## src/rtl/alu_arbiter_pkg.sv

```systemverilog
// Shared ALU operation encodings for the EX-stage ALU and its arbiter.
package alu_arbiter_pkg;

  localparam int unsigned AluSelWidth = 6;

  localparam logic [AluSelWidth-1:0] ALU_ADD  = 6'd0;
  localparam logic [AluSelWidth-1:0] ALU_SUB  = 6'd1;
  localparam logic [AluSelWidth-1:0] ALU_AND  = 6'd2;
  localparam logic [AluSelWidth-1:0] ALU_OR   = 6'd3;
  localparam logic [AluSelWidth-1:0] ALU_XOR  = 6'd4;
  localparam logic [AluSelWidth-1:0] ALU_SLL  = 6'd5;
  localparam logic [AluSelWidth-1:0] ALU_SRL  = 6'd6;
  localparam logic [AluSelWidth-1:0] ALU_SRA  = 6'd7;
  localparam logic [AluSelWidth-1:0] ALU_SLT  = 6'd8;
  localparam logic [AluSelWidth-1:0] ALU_SLTU = 6'd9;

endpackage

```

## src/rtl/alu_arbiter_rr_arbiter2.sv

```systemverilog
// Two-way round-robin arbiter; owns the priority pointer.
module rr_arbiter2 (
  input  logic CLK,
  input  logic RESET,
  input  logic elig_0,
  input  logic elig_1,
  output logic grant_0,
  output logic grant_1
);

  logic pri_q, pri_d;

  // One-hot grant; the pointer only breaks ties, and reset suppresses all grants.
  always_comb begin
    grant_0 = RESET && elig_0 && (!elig_1 || !pri_q);
    grant_1 = RESET && elig_1 && (!elig_0 || pri_q);
    pri_d   = pri_q;
    if (grant_0) begin
      pri_d = 1'b1;
    end else if (grant_1) begin
      pri_d = 1'b0;
    end
  end

  // Pointer register: favour the port that was not just served.
  always_ff @(posedge CLK) begin
    if (!RESET) begin
      pri_q <= 1'b0;
    end else begin
      pri_q <= pri_d;
    end
  end

endmodule

```

## src/rtl/alu_arbiter.sv

```systemverilog
// Shares one combinational ALU between the main ALU-op path (port 0) and the
// branch/address path (port 1), with a one-deep response register per port.
module alu_arbiter
  import alu_arbiter_pkg::*;
#(
  parameter int unsigned WIDTH     = 32,
  parameter int unsigned SEL_WIDTH = 6
) (
  input  logic                 CLK,
  input  logic                 RESET,
  input  logic                 REQ_VALID_0,
  output logic                 REQ_READY_0,
  input  logic [WIDTH-1:0]     REQ_DATA1_0,
  input  logic [WIDTH-1:0]     REQ_DATA2_0,
  input  logic [SEL_WIDTH-1:0] REQ_SELECT_0,
  input  logic                 REQ_VALID_1,
  output logic                 REQ_READY_1,
  input  logic [WIDTH-1:0]     REQ_DATA1_1,
  input  logic [WIDTH-1:0]     REQ_DATA2_1,
  input  logic [SEL_WIDTH-1:0] REQ_SELECT_1,
  output logic                 RSP_VALID_0,
  input  logic                 RSP_READY_0,
  output logic [WIDTH-1:0]     RSP_RESULT_0,
  output logic                 RSP_VALID_1,
  input  logic                 RSP_READY_1,
  output logic [WIDTH-1:0]     RSP_RESULT_1,
  output logic [WIDTH-1:0]     ALU_DATA1,
  output logic [WIDTH-1:0]     ALU_DATA2,
  output logic [SEL_WIDTH-1:0] ALU_SELECT,
  input  logic [WIDTH-1:0]     ALU_RESULT
);

  logic elig_0, elig_1;
  logic grant_0, grant_1;
  logic             vld_0_q, vld_0_d, vld_1_q, vld_1_d;
  logic [WIDTH-1:0] res_0_q, res_0_d, res_1_q, res_1_d;

  // A slot is free when empty or being drained this cycle.
  always_comb begin
    elig_0 = REQ_VALID_0 && (!vld_0_q || RSP_READY_0);
    elig_1 = REQ_VALID_1 && (!vld_1_q || RSP_READY_1);
  end

  rr_arbiter2 u_arb (
    .CLK     (CLK),
    .RESET   (RESET),
    .elig_0  (elig_0),
    .elig_1  (elig_1),
    .grant_0 (grant_0),
    .grant_1 (grant_1)
  );

  // ALU operand mux; idle drives ADD 0+0 so the ALU never sees X.
  always_comb begin
    ALU_DATA1  = '0;
    ALU_DATA2  = '0;
    ALU_SELECT = SEL_WIDTH'(ALU_ADD);
    if (grant_0) begin
      ALU_DATA1  = REQ_DATA1_0;
      ALU_DATA2  = REQ_DATA2_0;
      ALU_SELECT = REQ_SELECT_0;
    end else if (grant_1) begin
      ALU_DATA1  = REQ_DATA1_1;
      ALU_DATA2  = REQ_DATA2_1;
      ALU_SELECT = REQ_SELECT_1;
    end
  end

  // Response next-state: load on grant, clear valid on consume, else hold.
  always_comb begin
    vld_0_d = vld_0_q;
    res_0_d = res_0_q;
    vld_1_d = vld_1_q;
    res_1_d = res_1_q;
    if (grant_0) begin
      vld_0_d = 1'b1;
      res_0_d = ALU_RESULT;
    end else if (RSP_READY_0) begin
      vld_0_d = 1'b0;
    end
    if (grant_1) begin
      vld_1_d = 1'b1;
      res_1_d = ALU_RESULT;
    end else if (RSP_READY_1) begin
      vld_1_d = 1'b0;
    end
  end

  // Response registers; reset discards anything in flight.
  always_ff @(posedge CLK) begin
    if (!RESET) begin
      vld_0_q <= 1'b0;
      res_0_q <= '0;
      vld_1_q <= 1'b0;
      res_1_q <= '0;
    end else begin
      vld_0_q <= vld_0_d;
      res_0_q <= res_0_d;
      vld_1_q <= vld_1_d;
      res_1_q <= res_1_d;
    end
  end

  assign REQ_READY_0  = grant_0;
  assign REQ_READY_1  = grant_1;
  assign RSP_VALID_0  = vld_0_q;
  assign RSP_RESULT_0 = res_0_q;
  assign RSP_VALID_1  = vld_1_q;
  assign RSP_RESULT_1 = res_1_q;

endmodule

```

## config.mk

```make
export PLATFORM = sky130hd
export DESIGN_NAME = alu_arbiter
export DESIGN_NICKNAME = d
export VERILOG_FILES = /design/src/rtl/alu_arbiter_pkg.sv /design/src/rtl/alu_arbiter_rr_arbiter2.sv /design/src/rtl/alu_arbiter.sv
export SDC_FILE = /design/constraint.sdc
export NUM_CORES = 1
export LEC_CHECK = 0
export BUFFER_PORTS_ARGS = -buffer_cell sky130_fd_sc_hd__buf_2
export CAP_MARGIN = 20
export CORE_AREA = 3 3 123 125
export DETAILED_ROUTE_END_ITERATION = 10
export DIE_AREA = 0 0 126 128
export PLACE_DENSITY = 0.67
export SKIP_LAST_GASP = 1
export SYNTH_ARGS = -nofsm -noshare
export SYNTH_HDL_FRONTEND = slang
export SYNTH_HIERARCHICAL = 1
export SYNTH_SLANG_ARGS = --single-unit
```

## constraint.sdc

```tcl
create_clock -name CLK -period 2.4 [get_ports CLK]
set_input_delay 0.12 -clock CLK [delete_from_list [all_inputs] [get_ports CLK]]
set_output_delay 0.12 -clock CLK [all_outputs]
set_load 0.05 [all_outputs]
```

==> key figures <==
Finish
  – Fill cell count: between 1,000 and 1,500
  – Share of layout cells above drive strength 1: approximately two thirds
  – Finished Cell Area: 5490 um^2
  – Fin util: between 30% and 40%
  – Synthesis-to-layout area growth: 66.3%
  – Layout net count: between 700 and 800

GRT
  – Met2 usage: 27.4%
  – GR peak layer: met2
  – Grt met1 use: between 10% and 20%
  – Initial antenna violation count: 9
  – Vias in the first global route: roughly 3,600
  – All-Layer GR Usage: 16.6%
  – Largest net degree at the start of global routing: 66
  – Met3 usage: 7.83%
  – GR Overflow Total: 0
  – First-pass GRT wire length: a little over 20,000 um

Setup path
  – Largest stage delay on the critical path: ~0.31 ns
  – Required time of the critical path: 2.28 ns
  – Worst setup startpoint: RSP_VALID_0
  – Critical path fanouts, max: 23
  – Crit-path slowest cell: dfxtp_1
  – Worst setup EP type: output pin
  – Arrival time at the worst endpoint: approximately 2.1 ns
  – Reg-to-reg critical path startpoint: RSP_VALID_1
  – WS Path Type: flop to output pin
  – CP Cell Sequence: nor2b_1 > nor2b_2 > and3_4 > nor2b_4 > buf_12 > clkbuf_16 > a22o_2 > clkbuf_4
  – Kind of start point of the critical path: flop

Clock tree
  – CTS tree: yes
  – Clock tree buffer depth: 2
  – Clk slew on worst S/H paths: approximately 0.050 ns
  – Clock Tree Root: clkbuf_16
  – H-tree depth: 3
  – Num Clock Sinks: 67
  – TritonCTS buffer count: 9
  – Clk_lat worst skew: between 0.3 and 0.4 ns

Synthesis
  – Mapped Avg Cell Area: roughly 11 um^2
  – Top_reg_cell synth: dfxtp_1
  – #FFs+latches synth: 67
  – Synth area leaders: dfxtp_1, mux2i_1, a22o_1
  – Syn Nets: 487
  – Yosys Warn Count: 6
  – Cell count after synthesis: a little over 300
  – Async S/R FF share, synth: 0%
  – Synth top area share: approximately two fifths
  – EDFF count, synth: 0
  – Unique masters post-synth: 15
  – Register area share after synthesis: between 40% and 50%
  – Post-Syn Area: 3300 um^2
  – Top-count cell post-synth: a22o_1
  – Post-synth top cells: a22o_1, nor2b_1, dfxtp_1
  – Largest area contributor in the netlist: dfxtp_1

Power and ir drop
  – Lkg Pwr: about 2.8 nW
  – Clock share of power: between 30% and 40%
  – Sw frac: about a third
  – Comb pwr share: 32.5%
  – PD cells: roughly 650 nW/um^2
  – Seq pwr share: 33.4%
  – VDD IR max: 0.352 mV
  – Net switching power: between 0.001 and 0.0015 W
  – Internal power: approximately 0.0023 W

Placement
  – HPWL after DPL: ~11,000 um
  – DP Area: between 5000 and 6000 um^2
  – Global placer's final weighted congestion: ~0.86
  – PortBufs: around 320

Floorplanning
  – Die ar.: between 15,000 and 20,000 um^2
  – Die Span Y: roughly 130 um
  – Die width: approximately 130 um
  – Core box area: 14,000 um^2
  – Rows: 43
  – I/O pin cnt: about 320
  – Initial cell density of the core: about a quarter

Timing
  – Minimum clock period: 2.24 ns
  – Final hold vios: 0
  – Final setup fails: 0
  – Min Hold Slack: ~0.073 ns
  – RSZ-0062 raised after global routing: false
  – Pins Over Slew Limit: 0
  – Final setup TNS: 0 ns
  – Worst Skew: ~0.0031 ns
  – Fmax achieved: ~450 MHz
  – Worst Max-Slew Pin Slew: around 0.63 ns
  – Rel. slew slack: between 50 and 60%
  – Period utilization: 93.3%

Hold path
  – Hold path start: ALU_RESULT[30]
  – Hold Crit Class: primary input to flop

Drt
  – Routed WL: between 10,000 and 15,000 um
  – DR vias: about 3,500
  – DRT iter0 DRCs: ~120
  – DR WL/cell: between 15 and 20 um
  – TritonRoute pass-1 iters: 4
  – # DRC: 0
  – Average vias per placed instance: around 4.4
  – DRT antenna net count: 0

Run status
  – Status: finished, final reports clean

Job
  – Max-cap violations: 0
final timing paths:
kind                       to  depth (start not counted)  slack [ns]
max              ALU_DATA1[8]                          8        0.16
min          RSP_RESULT_0[30]                          3        0.07
max reg2reg  RSP_RESULT_1[11]                          7        0.59
min reg2reg  RSP_RESULT_1[25]                          2        0.51
layer usage:
metal	vias to the layer above	wire length, um
li1	1722	-
met1	1570	5630
met2	172	6920
met3	21	1670
met4	10	148
met5	-	66
cells in the final DEF (no fill, tap or decap), drive strengths merged:
cell,count
clkbuf,18
and3,1
a22o,70
a21oi,1
buf,318
o211a,1
inv,1
nor2b,69
mux2i,64
diode,2
nand2,2
dfxtp,67
o21a,2
clkinv,2
registers in the layout, summed over array words and instances, names as in the netlist:
name          flops
RSP_RESULT_1     32
u_arb/pri_q       1
RSP_VALID_0       1
RSP_RESULT_0     32
RSP_VALID_1       1
final cells by class:
type                    instances  area [um^2]  share of cell area, %
well taps                     180          225                   4.10
repair buffers                323         1790                   32.6
flip-flops and latches         67         1340                   24.4
inverters                       1         3.75                 0.0683
clock buffers                  13          270                   4.92
multi-input cells             210         1850                   33.6
diodes                          2         5.00                 0.0911
clock inverters                 2         10.0                  0.182
repair_timing:
action	4_1_cts	5_1_grt
gates resized for setup	2	7
hold buffers	0	0
endpoints found under the hold margin	0	0
pin swaps	0	0
cloned	1	1
setup endpoints to repair	70	67
buffers inserted	0	1
stage by stage:
step	power, W	cells	setup slack [ns]
2_1_floorplan	0.00202	309	0.0668
3_3_place_gp	0.00236	778	0.299
3_5_place_dp	0.00236	778	0.233
4_1_cts	0.00361	794	0.0351
5_1_grt	0.00373	798	0.0233
6_report	0.00358	798	0.162
worst max-delay path: cells and delay by family, from the launching register on:
kind / cells / cell delay [ns]
AOI/OAI and AO/OA: 1 / 0.23
DFF: 1 / 0.31
and+or+nand+nor: 4 / 0.71
buffers and inverters: 3 / 0.53
cell families (layout without fill, tap and decap cells):
logic type | Yosys count | in the layout | share of synthesized area (%)
AND/OR/NAND/NOR | 72 | 72 | 13.7
other | 0 | 2 | 0
AO/OA/AOI/OAI | 74 | 74 | 19.5
multiplexers | 64 | 64 | 19.4
flip-flops | 67 | 67 | 40.6
buffers and inverters | 32 | 339 | 6.82
power groups by stage:
| stage | registers [W] | clock network [W] | logic (W) |
|---|---|---|---|
| finish | 0.00120 | 0.00122 | 0.00116 |
| global route | 0.00120 | 0.00130 | 0.00123 |
| CTS | 0.00120 | 0.00126 | 0.00116 |
| detailed placement | 0.00122 | 0 | 0.00115 |
| global placement | 0.00122 | 0 | 0.00114 |
| floorplan | 0.00140 | 0 | 0.000621 |
No activity file was read; power rests on OpenSTA's default activity.
